File: src/rtl/des_pkg.sv
// Shared definitions for the DES CBC chaining wrapper: block width and FSM states.
package des_pkg;

    localparam int BLOCK_W = 64;

    typedef enum logic {
        ST_IDLE = 1'b0,
        ST_WAIT = 1'b1
    } state_t;

endpackage

File: src/rtl/des_cbc.sv
// CBC chaining wrapper placed in front of an external DES core (IDLE/WAIT handshake).
// Optional per-block ECB bypass is compiled in when DES_CBC_ECB_EN is defined.
module des_cbc
    import des_pkg::*;
(
    input  logic               clk_i,
    input  logic               reset_i,
    input  logic               mode_i,
    input  logic               start_i,
`ifdef DES_CBC_ECB_EN
    input  logic               ecb_i,
`endif
    input  logic [0:BLOCK_W-1] iv_i,
    input  logic [0:BLOCK_W-1] key_i,
    input  logic [0:BLOCK_W-1] data_i,
    input  logic               valid_i,
    output logic               accept_o,
    output logic               des_mode_o,
    output logic [0:BLOCK_W-1] des_key_o,
    output logic [0:BLOCK_W-1] des_data_o,
    output logic               des_valid_o,
    input  logic [0:BLOCK_W-1] des_data_i,
    input  logic               des_valid_i,
    output logic [0:BLOCK_W-1] data_o,
    output logic               valid_o
);

    state_t r_state;
    state_t w_next;

    logic               w_accept;
    logic               w_done;
    logic               w_ecb;
    logic               w_ecbDone;
    logic [0:BLOCK_W-1] w_chainEff;
    logic [0:BLOCK_W-1] w_chainDone;
    logic [0:BLOCK_W-1] r_chain;
    logic [0:BLOCK_W-1] r_cipher;

    always_ff @(posedge clk_i) begin
        if (reset_i) begin
            r_state <= ST_IDLE;
        end else begin
            r_state <= w_next;
        end
    end

    always_comb begin
        w_next = r_state;
        case (r_state)
            ST_IDLE: if (valid_i)     w_next = ST_WAIT;
            ST_WAIT: if (des_valid_i) w_next = ST_IDLE;
            default:                  w_next = ST_IDLE;
        endcase
    end

    always_comb begin
        accept_o = (r_state == ST_IDLE);
    end

    assign w_accept = valid_i & accept_o;
    assign w_done   = (r_state == ST_WAIT) & des_valid_i;

`ifdef DES_CBC_ECB_EN
    logic r_ecb;

    always_ff @(posedge clk_i) begin
        if (reset_i) begin
            r_ecb <= 1'b0;
        end else if (w_accept) begin
            r_ecb <= ecb_i;
        end
    end

    assign w_ecb     = ecb_i;
    assign w_ecbDone = r_ecb;
`else
    assign w_ecb     = 1'b0;
    assign w_ecbDone = 1'b0;
`endif

    // The chain register already holds iv_i once a start block is accepted,
    // so completion only needs to know whether the block bypassed chaining.
    assign w_chainEff  = w_ecb ? '0 : (start_i ? iv_i : r_chain);
    assign w_chainDone = w_ecbDone ? '0 : r_chain;

    always_ff @(posedge clk_i) begin
        if (reset_i) begin
            des_mode_o  <= 1'b0;
            des_key_o   <= '0;
            des_data_o  <= '0;
            des_valid_o <= 1'b0;
            data_o      <= '0;
            valid_o     <= 1'b0;
            r_chain     <= '0;
            r_cipher    <= '0;
        end else begin
            des_valid_o <= w_accept;
            valid_o     <= w_done;
            if (w_accept) begin
                des_mode_o <= mode_i;
                des_key_o  <= key_i;
                if (mode_i) begin
                    des_data_o <= data_i;
                    r_cipher   <= data_i;
                end else begin
                    des_data_o <= data_i ^ w_chainEff;
                end
                if (start_i && !w_ecb) begin
                    r_chain <= iv_i;
                end
            end
            // Decrypt chains on the held ciphertext, encrypt on the core result.
            if (w_done) begin
                if (des_mode_o) begin
                    data_o <= des_data_i ^ w_chainDone;
                    if (!w_ecbDone) begin
                        r_chain <= r_cipher;
                    end
                end else begin
                    data_o <= des_data_i;
                    if (!w_ecbDone) begin
                        r_chain <= des_data_i;
                    end
                end
            end
        end
    end

endmodule
File: config.mk
export PLATFORM = sky130hd
export DESIGN_NAME = des_cbc
export DESIGN_NICKNAME = d
export VERILOG_FILES = /design/src/rtl/des_pkg.sv /design/src/rtl/des_cbc.sv
export SDC_FILE = /design/constraint.sdc
export NUM_CORES = 1
export LEC_CHECK = 0
export BUFFER_PORTS_ARGS = -buffer_cell sky130_fd_sc_hd__buf_2
export CAP_MARGIN = 20
export CORE_AREA = 2 2 180 182
export DETAILED_ROUTE_END_ITERATION = 10
export DIE_AREA = 0 0 182 184
export GPL_TIMING_DRIVEN = 0
export PLACE_DENSITY = 0.74
export SLEW_MARGIN = 10
export SYNTH_ARGS = -nofsm -noshare
export SYNTH_HDL_FRONTEND = slang
export SYNTH_SLANG_ARGS = --single-unit
File: constraint.sdc
create_clock -name clk_i -period 3.7 [get_ports clk_i]
set_input_delay 0.925 -clock clk_i [delete_from_list [all_inputs] [get_ports clk_i]]
set_output_delay 0.925 -clock clk_i [all_outputs]
set_load 0.01 [all_outputs]
Yosys cells after proc, flatten, opt, wreduce, memory -nomap -nowiden

Index checks and enable logic that the tools add are counted.

Input port bits: 262
Word-level logic and storage cells: 25
Register bits after elaboration: 324
Output and inout port bits: 196

Reductions and logical operators: 2
Bitwise logic cells: 5
Multiplexer cells: 9

Operators by type and width:

| kind                               | count |
|---|---|
| 64-bit 2-to-1 mux                  | 6 |
| 64-bit bitwise XOR                 | 2 |
| 1-bit AND                          | 2 |
| 1-bit 2-to-1 mux                   | 2 |
| 1-bit case mux with 2 select lines | 1 |
| 2-bit AND reduction                | 1 |
| 2-bit nonzero test                 | 1 |
| 1-bit NOT                          | 1 |

Longest topological paths before layout

Gate-level depths: netlist (run 1).

Depth after elaboration: 4
Mapped depth: 7
Mapped depth without buffers: 3

Worst setup path before layout (run 1)

No wires, ideal clock.

Kind: input-to-reg
Start point: input port start_i
End point: register des_data_o[10] in the netlist's numbering
Slack: 1.615 ns
Required time: 3.611 ns
Cell stages on the path: 6
Setup time: 0.089 ns
Buffers on the path: 3
Arrival: 1.996 ns
Path through: buf_2 -> buf_12 -> buf_12 -> mux2i_1 -> or3_1 -> a311oi_2

Longest elaborated chain between the ends: 3

Ends and longest elaborated chain:

| item                   | line           | text |
|---|---|---|
| start: declaration     | des_cbc.sv:9   | `input logic start_i,` |
| 64-bit 2-to-1 mux      | -              |  |
| 64-bit bitwise XOR     | des_cbc.sv:107 | `des_data_o <= data_i ^ w_chainEff;` |
| 64-bit 2-to-1 mux      | des_cbc.sv:103 | `if (mode_i) begin` |
| end signal: assignment | des_cbc.sv:104 | `des_data_o <= data_i;` |
| end signal: assignment | des_cbc.sv:107 |  |
| end: declaration       | des_cbc.sv:20  | `output logic [0:BLOCK_W-1] des_data_o,` |

No other way between the ends.
A chain may end at the register's enable or synchronous reset.

Worst setup path in the final report (run 1)

Start point: input port reset_i
End point: register data_o[55] in the netlist's numbering

RTL lines:

| item                   | line           | text |
|---|---|---|
| start: declaration     | des_cbc.sv:7   | `input logic reset_i,` |
| end signal: assignment | des_cbc.sv:116 | `data_o <= des_data_i ^ w_chainDone;` |
| end signal: assignment | des_cbc.sv:121 | `data_o <= des_data_i;` |
| end: declaration       | des_cbc.sv:24  | `output logic [0:BLOCK_W-1] data_o,` |

No word-level cell between the ends.

==> results.sh, run 1 <==
export IMPL_synth_most_common_cell="nand2_1"
export IMPL_report_final_slew_viol_count=0
export IMPL_power_frac_clock=0.398
export IMPL_vdd_drop_max_uv=320
export IMPL_syn_to_final_growth_pct=26.9
export IMPL_postCtsSetupRepairBufs=0
export IMPL_synthTopCellsByArea="dfxtp_1 (44%), nand2_1 (9.7%), mux2i_1 (8.0%)"
export IMPL_synth_nets=1968
export IMPL_status="finished clean"
export IMPL_fmax_mhz=376
export IMPL_power_switching_w=0.00242
export IMPL_cts_made_buffers=36
export IMPL_coreArea_um2=31400
export IMPL_wl_per_cell_um=20.7
export IMPL_rsz0062_at_grt="no"
export IMPL_cp_end_kind="flip-flop"
export IMPL_route_detailed_drc=0
export IMPL_setup_viol=0
export IMPL_tightestPinTransition_ns=0.900
export IMPL_track_usage=0.310
export IMPL_synth_common_cells="nand2_1 (376), dfxtp_1 (324), a21oi_1 (194), nor2_1 (131), mux2i_1 (117)"
export IMPL_cts_max_level=2
export IMPL_hp_class="flip-flop to flip-flop"
export IMPL_cts_root_buffer="clkbuf_16"
export IMPL_antenna_found_initial=15
export IMPL_power_density_nw_per_um2=474
export IMPL_grt_start_max_net_pins=13
export IMPL_leakagePower_nw=7.60
export IMPL_timing_setup_tns_ns=0
export IMPL_grt_pass1_wl_um=80700
export IMPL_grt_overflow=0
export IMPL_die_area_um2=33500
export IMPL_nFillCells=2904
export IMPL_combPwrFrac=0.163
export IMPL_routed_via_density=5.61
export IMPL_critPathLaunchType="input pin"
export IMPL_synth_area_per_cell_um2=8.56
export IMPL_ys_flop_type="dfxtp_1"
export IMPL_chipHeight_um=184
export IMPL_synth_edf_count=0
export IMPL_synthArstFlopShare=0
export IMPL_period_share=0.720
export IMPL_dr_pass1_iters=5
export IMPL_ys_warn_count=0
export IMPL_ys_ff_latch=324
export IMPL_clock_sinks=324
export IMPL_fin_skew_ns=0.0155
export IMPL_cts_clk_slew_worst_paths_ns=0.06
export IMPL_synth_area_leader_cell="dfxtp_1"
export IMPL_switching_share=0.275
export IMPL_max_slew_margin_rel=0.400
export IMPL_cts_tree="done"
export IMPL_pre_cts_slack_ns=0.567
export IMPL_yosysTopAreaCellShare=0.444
export IMPL_drive_gt1_frac=0.279
export IMPL_netlist_area_um2=14600
export IMPL_power_internal_w=0.00636
export IMPL_die_x_um=182
export IMPL_dp_hpwl_um=40500
export IMPL_reg2reg_slack_ns=1.62
export IMPL_dp_cells=2562
export IMPL_worstPathRequired_ns=4.05
export IMPL_ctsHoldBuffers=0
export IMPL_synth_distinct_cells=29
export IMPL_routed_wl_um=54400
export IMPL_cp_data_arrival_time_ns=3.02
export IMPL_drv_cap=0
export IMPL_final_area_um2=18500
export IMPL_ios=458
export IMPL_drt_iter0_drc=1025
export IMPL_fin_nets=2460
export IMPL_hold_viol_final=0
export IMPL_syn_inst=1706
export IMPL_cp_max_fo=10
export IMPL_finalCriticalPeriod_ns=2.66
export IMPL_rows=65
export IMPL_gp_congestion=0.909
export IMPL_port_buffers=454
export IMPL_antenna_left=0
export IMPL_start_util=0.465
export IMPL_ys_seq_area_frac=0.444
export IMPL_vias=14748
export IMPL_post_cts_resized=0
export IMPL_final_cells=2627
export IMPL_grt_pass1_vias=14232
export IMPL_criticalPathCategory="input pin to flip-flop"
export IMPL_seq_power_share=0.439
export IMPL_cts_buffer_depth=3
export IMPL_clkLatencyLatePin_ns=0.52
export IMPL_setup_slack_ns=1.04
export IMPL_dpl_instance_area_um2=17400
==> path summary, 6_finish.rpt <==
check	startpoint	cells after the start	endpoint
worst min-delay path	des_key_o[25]	2	des_key_o[25]
worst max register to register	des_mode_o	5	r_chain[35]
worst max-delay path	reset_i	4	data_o[55]
worst min register to register	des_key_o[25]	2	des_key_o[25]
==> critical path, cell delays in order <==
cell and delay [ns]:
clkbuf_1 0.59, clkbuf_1 0.75, clkbuf_1 0.61, a211oi_1 0.12
==> flip-flops by register name, summed over array words and instances, names as in the netlist, 64 cells and up <==
signal / flops
data_o: 64
des_data_o: 64
des_key_o: 64
r_chain: 64
r_cipher: 64
==> power by group through the flow <==
stage	clock network [W]	registers, W	logic, W
floorplan	0	0.00396	0.000748
global placement	0	0.00391	0.00139
detailed placement	0	0.00392	0.00142
CTS	0.00352	0.00385	0.00142
global route	0.00366	0.00387	0.00155
finish	0.00349	0.00385	0.00143
==> per-stage QoR <==
stage                     hold slack, ns  total power (W)   util
after floorplan                    0.433          0.00471      -
after global placement             0.440          0.00531  0.554
after detailed placement           0.445          0.00534  0.554
after CTS                          0.453          0.00879  0.590
after global routing               0.469          0.00909  0.590
final                              0.451          0.00878  0.590
==> layout by cell type (no fill, tap or decap), drive strengths merged, types with 3 or more instances in the layout <==
master	n
xor2	64
buf	528
nand3	9
nor2	131
a311oi	64
dfxtp	324
a21oi	194
diode	7
o21ai	63
a22oi	10
or3	63
clkinv	3
nand3b	3
a211oi	64
clkbuf	129
mux2i	118
mux2	11
o22a	54
nand2	376
==> final cells by class <==
type / instances / area (um^2) / area share
multi-input cells: 1231 / 7400 / 0.399
flip-flops and latches: 324 / 6490 / 0.350
repair buffers: 454 / 2270 / 0.123
clock buffers: 54 / 1090 / 0.0588
plain buffers: 149 / 711 / 0.0383
well taps: 402 / 503 / 0.0271
clock inverters: 4 / 45.0 / 0.00243
diodes: 7 / 17.5 / 0.000945
inverters: 2 / 7.51 / 0.000405
==> kinds of logic (layout without fill, tap and decap cells) <==
group	count (synthesis)	after routing	share of synthesized area
buffers and inverters	151	663	0.0492
flip-flops	324	324	0.444
other	0	7	0
AO/OA/AOI/OAI	450	450	0.213
XOR/XNOR	64	64	0.0384
multiplexers	129	129	0.0902
AND/OR/NAND/NOR	588	588	0.165
==> per-layer routing <==
layer	share of wire	global-route usage	wire length (um)	up-vias
li1	-	-	-	6948
met1	0.42	0.397	22700	6954
met2	0.46	0.515	25200	697
met3	0.088	0.0761	4780	137
met4	0.030	0.0965	1610	12
met5	0.0014	0	78	-
(Power assumes the default switching activity.)
==> run 2, diff against run 1 <==
--- a/config.mk
+++ b/config.mk
@@ -7,11 +7,10 @@
 export LEC_CHECK = 0
 export BUFFER_PORTS_ARGS = -buffer_cell sky130_fd_sc_hd__buf_2
 export CAP_MARGIN = 20
-export CORE_AREA = 2 2 180 182
+export CORE_UTILIZATION = 47
 export DETAILED_ROUTE_END_ITERATION = 10
-export DIE_AREA = 0 0 182 184
 export GPL_TIMING_DRIVEN = 0
-export PLACE_DENSITY = 0.74
+export PLACE_DENSITY = 0.77
 export SLEW_MARGIN = 10
 export SYNTH_ARGS = -nofsm -noshare
 export SYNTH_HDL_FRONTEND = slang
==> constraint.sdc (replaced) <==
create_clock -name clk_i -period 2.3 [get_ports clk_i]
set_input_delay 0.575 -clock clk_i [delete_from_list [all_inputs] [get_ports clk_i]]
set_output_delay 0.575 -clock clk_i [all_outputs]
set_load 0.01 [all_outputs]
==> results.sh, run 2 (synthesized netlist as in run 1, its figures left out) <==
export IMPL_criticalPathCategory="input pin to flip-flop"
export IMPL_grt_pass1_wl_um=77100
export IMPL_nFillCells=2744
export IMPL_track_usage=0.316
export IMPL_cts_tree="done"
export IMPL_start_util=0.478
export IMPL_critPathLaunchType="input pin"
export IMPL_grt_start_max_net_pins=14
export IMPL_drive_gt1_frac=0.279
export IMPL_antenna_found_initial=13
export IMPL_ctsHoldBuffers=0
export IMPL_final_area_um2=18500
export IMPL_p_total_w=0.0142
export IMPL_wl_per_cell_um=20.1
export IMPL_hold_viol_final=0
export IMPL_critical_path_endpoint="data_o[24]"
export IMPL_max_slew_margin_rel=0.443
export IMPL_cts_clk_slew_worst_paths_ns=0.06
export IMPL_clock_sinks=324
export IMPL_r2r_start="r_state"
export IMPL_routed_wl_um=52600
export IMPL_critPathMaxStageDelay_ns=0.70
export IMPL_vdd_drop_max_uv=497
export IMPL_worstPathRequired_ns=2.66
export IMPL_ios=458
export IMPL_setup_viol=0
export IMPL_cp_cell_sequence="clkbuf_1 -> clkbuf_1 -> clkbuf_1 -> a211oi_1"
export IMPL_die_area_um2=31800
export IMPL_grt_overflow=0
export IMPL_layout_commonest_cell="buf_2"
export IMPL_route_detailed_drc=0
export IMPL_dp_cells=2556
export IMPL_vias=14777
export IMPL_cts_root_buffer="clkbuf_16"
export IMPL_grt_pass1_vias=13617
export IMPL_coreArea_um2=30600
export IMPL_rr_worst_depth=5
export IMPL_syn_to_final_growth_pct=26.9
export IMPL_rsz0062_at_grt="no"
export IMPL_cp_max_fo=10
export IMPL_die_x_um=178
export IMPL_antenna_left=0
export IMPL_period_share=0.942
export IMPL_power_density_nw_per_um2=764
export IMPL_routed_via_density=5.63
export IMPL_hold_ws_ns=0.303
export IMPL_timing_rr_end="data_o[20]"
export IMPL_leakagePower_nw=7.60
export IMPL_drv_cap=0
export IMPL_report_final_slew_viol_count=0
export IMPL_tightestPinTransition_ns=0.835
export IMPL_fmax_mhz=462
export IMPL_cp_end_kind="flip-flop"
export IMPL_cts_buffer_depth=3
export IMPL_cts_made_buffers=36
export IMPL_crit_start="reset_i"
export IMPL_hp_class="input pin to flip-flop"
export IMPL_reg2reg_slack_ns=0.31
export IMPL_fin_nets=2460
export IMPL_slowest_stage="clkbuf_1"
export IMPL_cts_max_level=2
export IMPL_chipHeight_um=178
export IMPL_cp_data_arrival_time_ns=2.53
export IMPL_final_cells=2624
export IMPL_dp_hpwl_um=39300
export IMPL_post_cts_resized=0
export IMPL_layout_common_cells="buf_2 (511), nand2_1 (376), dfxtp_1 (324)"
export IMPL_rows=64
export IMPL_drt_iter0_drc=1148
export IMPL_post_route_util=0.606
export IMPL_clkLatencyLatePin_ns=0.51
export IMPL_status="finished clean"
export IMPL_gp_congestion=0.912
export IMPL_dr_pass1_iters=6
export IMPL_dpl_instance_area_um2=17400
export IMPL_finalCriticalPeriod_ns=2.17
export IMPL_fin_skew_ns=0.0118
export IMPL_postCtsSetupRepairBufs=0
export IMPL_cp_common_cell="clkbuf_1"
export IMPL_port_buffers=454
[run 2: how the worst min path moves through the flow]
stage	from	to	slack, ns	cells past startpoint
5_1_grt	key_i[22]	des_key_o[22]	0.30	3
2_1_floorplan	r_cipher[0]	r_cipher[0]	0.43	2
3_5_place_dp	des_key_o[32]	des_key_o[32]	0.44	2
4_1_cts	key_i[45]	des_key_o[45]	0.29	3
3_3_place_gp	des_key_o[14]	des_key_o[14]	0.44	2
6_report	key_i[45]	des_key_o[45]	0.30	3
[run 2: critical path: cells and delay by family]
family                 cells  cell delay, ns
AO/OA/AOI/OAI              1            0.10
buffers and inverters      3            1.84
[run 2: cell type report]
cell class                      instances  area [um^2]  share of cell area
Tap cell                              396          495              0.0267
Clock inverter                         12          119             0.00641
Inverter                                2         7.51            0.000405
Clock buffer                           51         1030              0.0555
Antenna cell                            5         12.5            0.000675
Buffer                                149          711              0.0383
Timing Repair Buffer                  454         2270               0.123
Sequential cell                       324         6490               0.350
Multi-Input combinational cell       1231         7400               0.399
[run 2: power by group]
part           switching, W  internal (W)  leakage (nW)
sequential         0.000220       0.00598          2.66
clock               0.00234       0.00334         0.563
combinational       0.00139      0.000899          4.38
[run 2: routing by layer]
layer	track usage	wire (um)
met3	0.0725	5010
met1	0.418	21900
met5	0	102
met4	0.0907	1290
met2	0.513	24300
[run 2: metrics by stage]
step	setup TNS, ns	setup slack (ns)
CTS	0	0.0865
global route	0	0.0292
finish	0	0.133
detailed placement	-69.35	-0.441
global placement	-65.64	-0.457
floorplan	0	0.565
==> run 3, diff against run 2 <==
--- a/config.mk
+++ b/config.mk
@@ -9,7 +9,7 @@
 export CAP_MARGIN = 20
 export CORE_UTILIZATION = 47
 export DETAILED_ROUTE_END_ITERATION = 10
-export GPL_TIMING_DRIVEN = 0
+export GPL_TIMING_DRIVEN = 1
 export PLACE_DENSITY = 0.77
 export SLEW_MARGIN = 10
 export SYNTH_ARGS = -nofsm -noshare
==> results.sh, run 3 (synthesized netlist as in run 1, its figures left out) <==
export IMPL_dr_wl_met3_um=4060
export IMPL_cp_cell_sequence="inv_1 -> buf_2"
export IMPL_topRoutingLayerUsed="met5"
export IMPL_status="finished clean"
export IMPL_cp_max_fo=11
export IMPL_coreArea_um2=30600
export IMPL_vias=14061
export IMPL_cp_num_cells=2
export IMPL_track_usage=0.273
export IMPL_clock_sinks=324
export IMPL_vdd_drop_max_uv=655
export IMPL_combPwrFrac=0.158
export IMPL_hp_class="input pin to flip-flop"
export IMPL_power_switching_w=0.00372
export IMPL_die_x_um=178
export IMPL_fin_skew_ns=0.0131
export IMPL_leakagePower_nw=7.44
export IMPL_ios=458
export IMPL_dp_hpwl_um=31000
export IMPL_crit_start="r_state"
export IMPL_power_density_nw_per_um2=752
export IMPL_wl_met1_um=18400
export IMPL_finalCriticalPeriod_ns=2.00
export IMPL_antenna_left=0
export IMPL_tightestPinTransition_ns=0.543
export IMPL_grt_pass1_wl_um=68900
export IMPL_post_cts_resized=0
export IMPL_cts_tree="done"
export IMPL_critPathMaxStageDelay_ns=0.66
export IMPL_power_internal_w=0.0101
export IMPL_drv_cap=0
export IMPL_port_buffers=457
export IMPL_hold_viol_final=0
export IMPL_timing_critical_path_buf_inv=2
export IMPL_routed_wl_um=45500
export IMPL_criticalPathCategory="flip-flop to primary output"
export IMPL_dp_cells=2442
export IMPL_syn_to_final_growth_pct=25.5
export IMPL_grt_pass1_vias=13219
export IMPL_die_area_um2=31800
export IMPL_timing_setup_tns_ns=0
export IMPL_cts_clk_slew_worst_paths_ns=0.06
export IMPL_start_util=0.478
export IMPL_layout_common_cells="buf_2 (454), nand2_1 (375), dfxtp_1 (323)"
export IMPL_wl_per_cell_um=18.1
export IMPL_cp_data_arrival_time_ns=1.43
export IMPL_setup_viol=0
export IMPL_cp_top_family="flip-flops"
export IMPL_rows=64
export IMPL_cp_end_kind="primary output"
export IMPL_p_total_w=0.0138
export IMPL_cts_max_level=2
export IMPL_grt_overflow=0
export IMPL_pre_cts_slack_ns=0.358
export IMPL_fmax_mhz=499
export IMPL_critical_path_endpoint="accept_o"
export IMPL_critPathLaunchType="flip-flop"
export IMPL_r2r_start="r_state"
export IMPL_cts_buffer_depth=3
export IMPL_layout_commonest_cell="buf_2"
export IMPL_postCtsSetupRepairBufs=0
export IMPL_gp_congestion=0.825
export IMPL_route_detailed_drc=0
export IMPL_seq_power_share=0.450
export IMPL_hold_ws_ns=0.308
export IMPL_period_share=0.871
export IMPL_chipHeight_um=178
export IMPL_cts_root_buffer="clkbuf_16"
export IMPL_wl_met2_um=21400
export IMPL_timing_rr_end="r_chain[27]"
export IMPL_rsz0062_at_grt="no"
export IMPL_final_cells=2512
export IMPL_routed_via_density=5.60
export IMPL_setup_slack_ns=0.296
export IMPL_report_final_slew_viol_count=0
export IMPL_cts_made_buffers=36
export IMPL_switching_share=0.270
export IMPL_rr_worst_depth=4
export IMPL_reg2reg_slack_ns=0.50
export IMPL_fin_nets=2346
export IMPL_slowest_stage="dfxtp_1"
export IMPL_power_frac_clock=0.392
export IMPL_ctsHoldBuffers=0
export IMPL_drive_gt1_frac=0.282
export IMPL_worstPathRequired_ns=1.73
export IMPL_dr_pass1_iters=5
export IMPL_antenna_found_initial=12
export IMPL_grt_start_max_net_pins=90
export IMPL_clkLatencyLatePin_ns=0.50
export IMPL_max_slew_margin_rel=0.638
export IMPL_drt_iter0_drc=1118
==> run 3: changes by cell type in the layout (fill, tap and decap cells not counted), sizes merged <==
| cell | change |
|---|---|
| clkbuf | -71 |
| buf | -39 |
| clkinvlp | -1 |
| clkinv | -2 |
| bufinv | -2 |
| diode | +3 |
==> run 3: layout make-up <==
type                            instances  area, um^2
Antenna cell                            8        20.0
Clock buffer                           55        1060
Tap cell                              396         495
Timing Repair Buffer                  489        2790
Inverter                                2        7.51
Sequential cell                       324        6490
Multi-Input combinational cell       1231        7420
Fill cell                            2669       12300
Clock inverter                          7        37.5
==> run 3: power groups by stage <==
stage          combinational, W  sequential (W)  clock [W]
6_report                0.00218         0.00620    0.00540
5_1_grt                 0.00238         0.00624    0.00573
4_1_cts                 0.00218         0.00620    0.00550
3_5_place_dp            0.00217         0.00631          0
3_3_place_gp            0.00211         0.00630          0
2_1_floorplan           0.00120         0.00637          0
==> run 3: through the flow <==
stage / area [um^2] / utilization
after floorplan: 14600 / -
after global placement: 17200 / 0.563
after detailed placement: 17200 / 0.563
after CTS: 18300 / 0.599
after global routing: 18300 / 0.599
final: 18300 / 0.599
==> run 3: per-layer routing <==
metal	track usage	vias up
met5	0	-
met4	0.116	10
met3	0.0673	117
met2	0.441	604
met1	0.346	6605
li1	-	6725
==> run 3: tightest hold or removal path, stage by stage <==
cell	delay (ns)
buf_2	0.09
nand2_1	0.04
a21oi_1	0.05
==> run 3: worst min-delay path by stage <==
stage	startpoint	end	slack [ns]	depth (start not counted)
2_1_floorplan	r_cipher[0]	r_cipher[0]	0.43	2
3_3_place_gp	des_key_o[14]	des_key_o[14]	0.44	2
3_5_place_dp	des_key_o[18]	des_key_o[18]	0.44	2
4_1_cts	key_i[34]	des_key_o[34]	0.29	3
5_1_grt	key_i[34]	des_key_o[34]	0.30	3
6_report	key_i[27]	des_key_o[27]	0.31	3
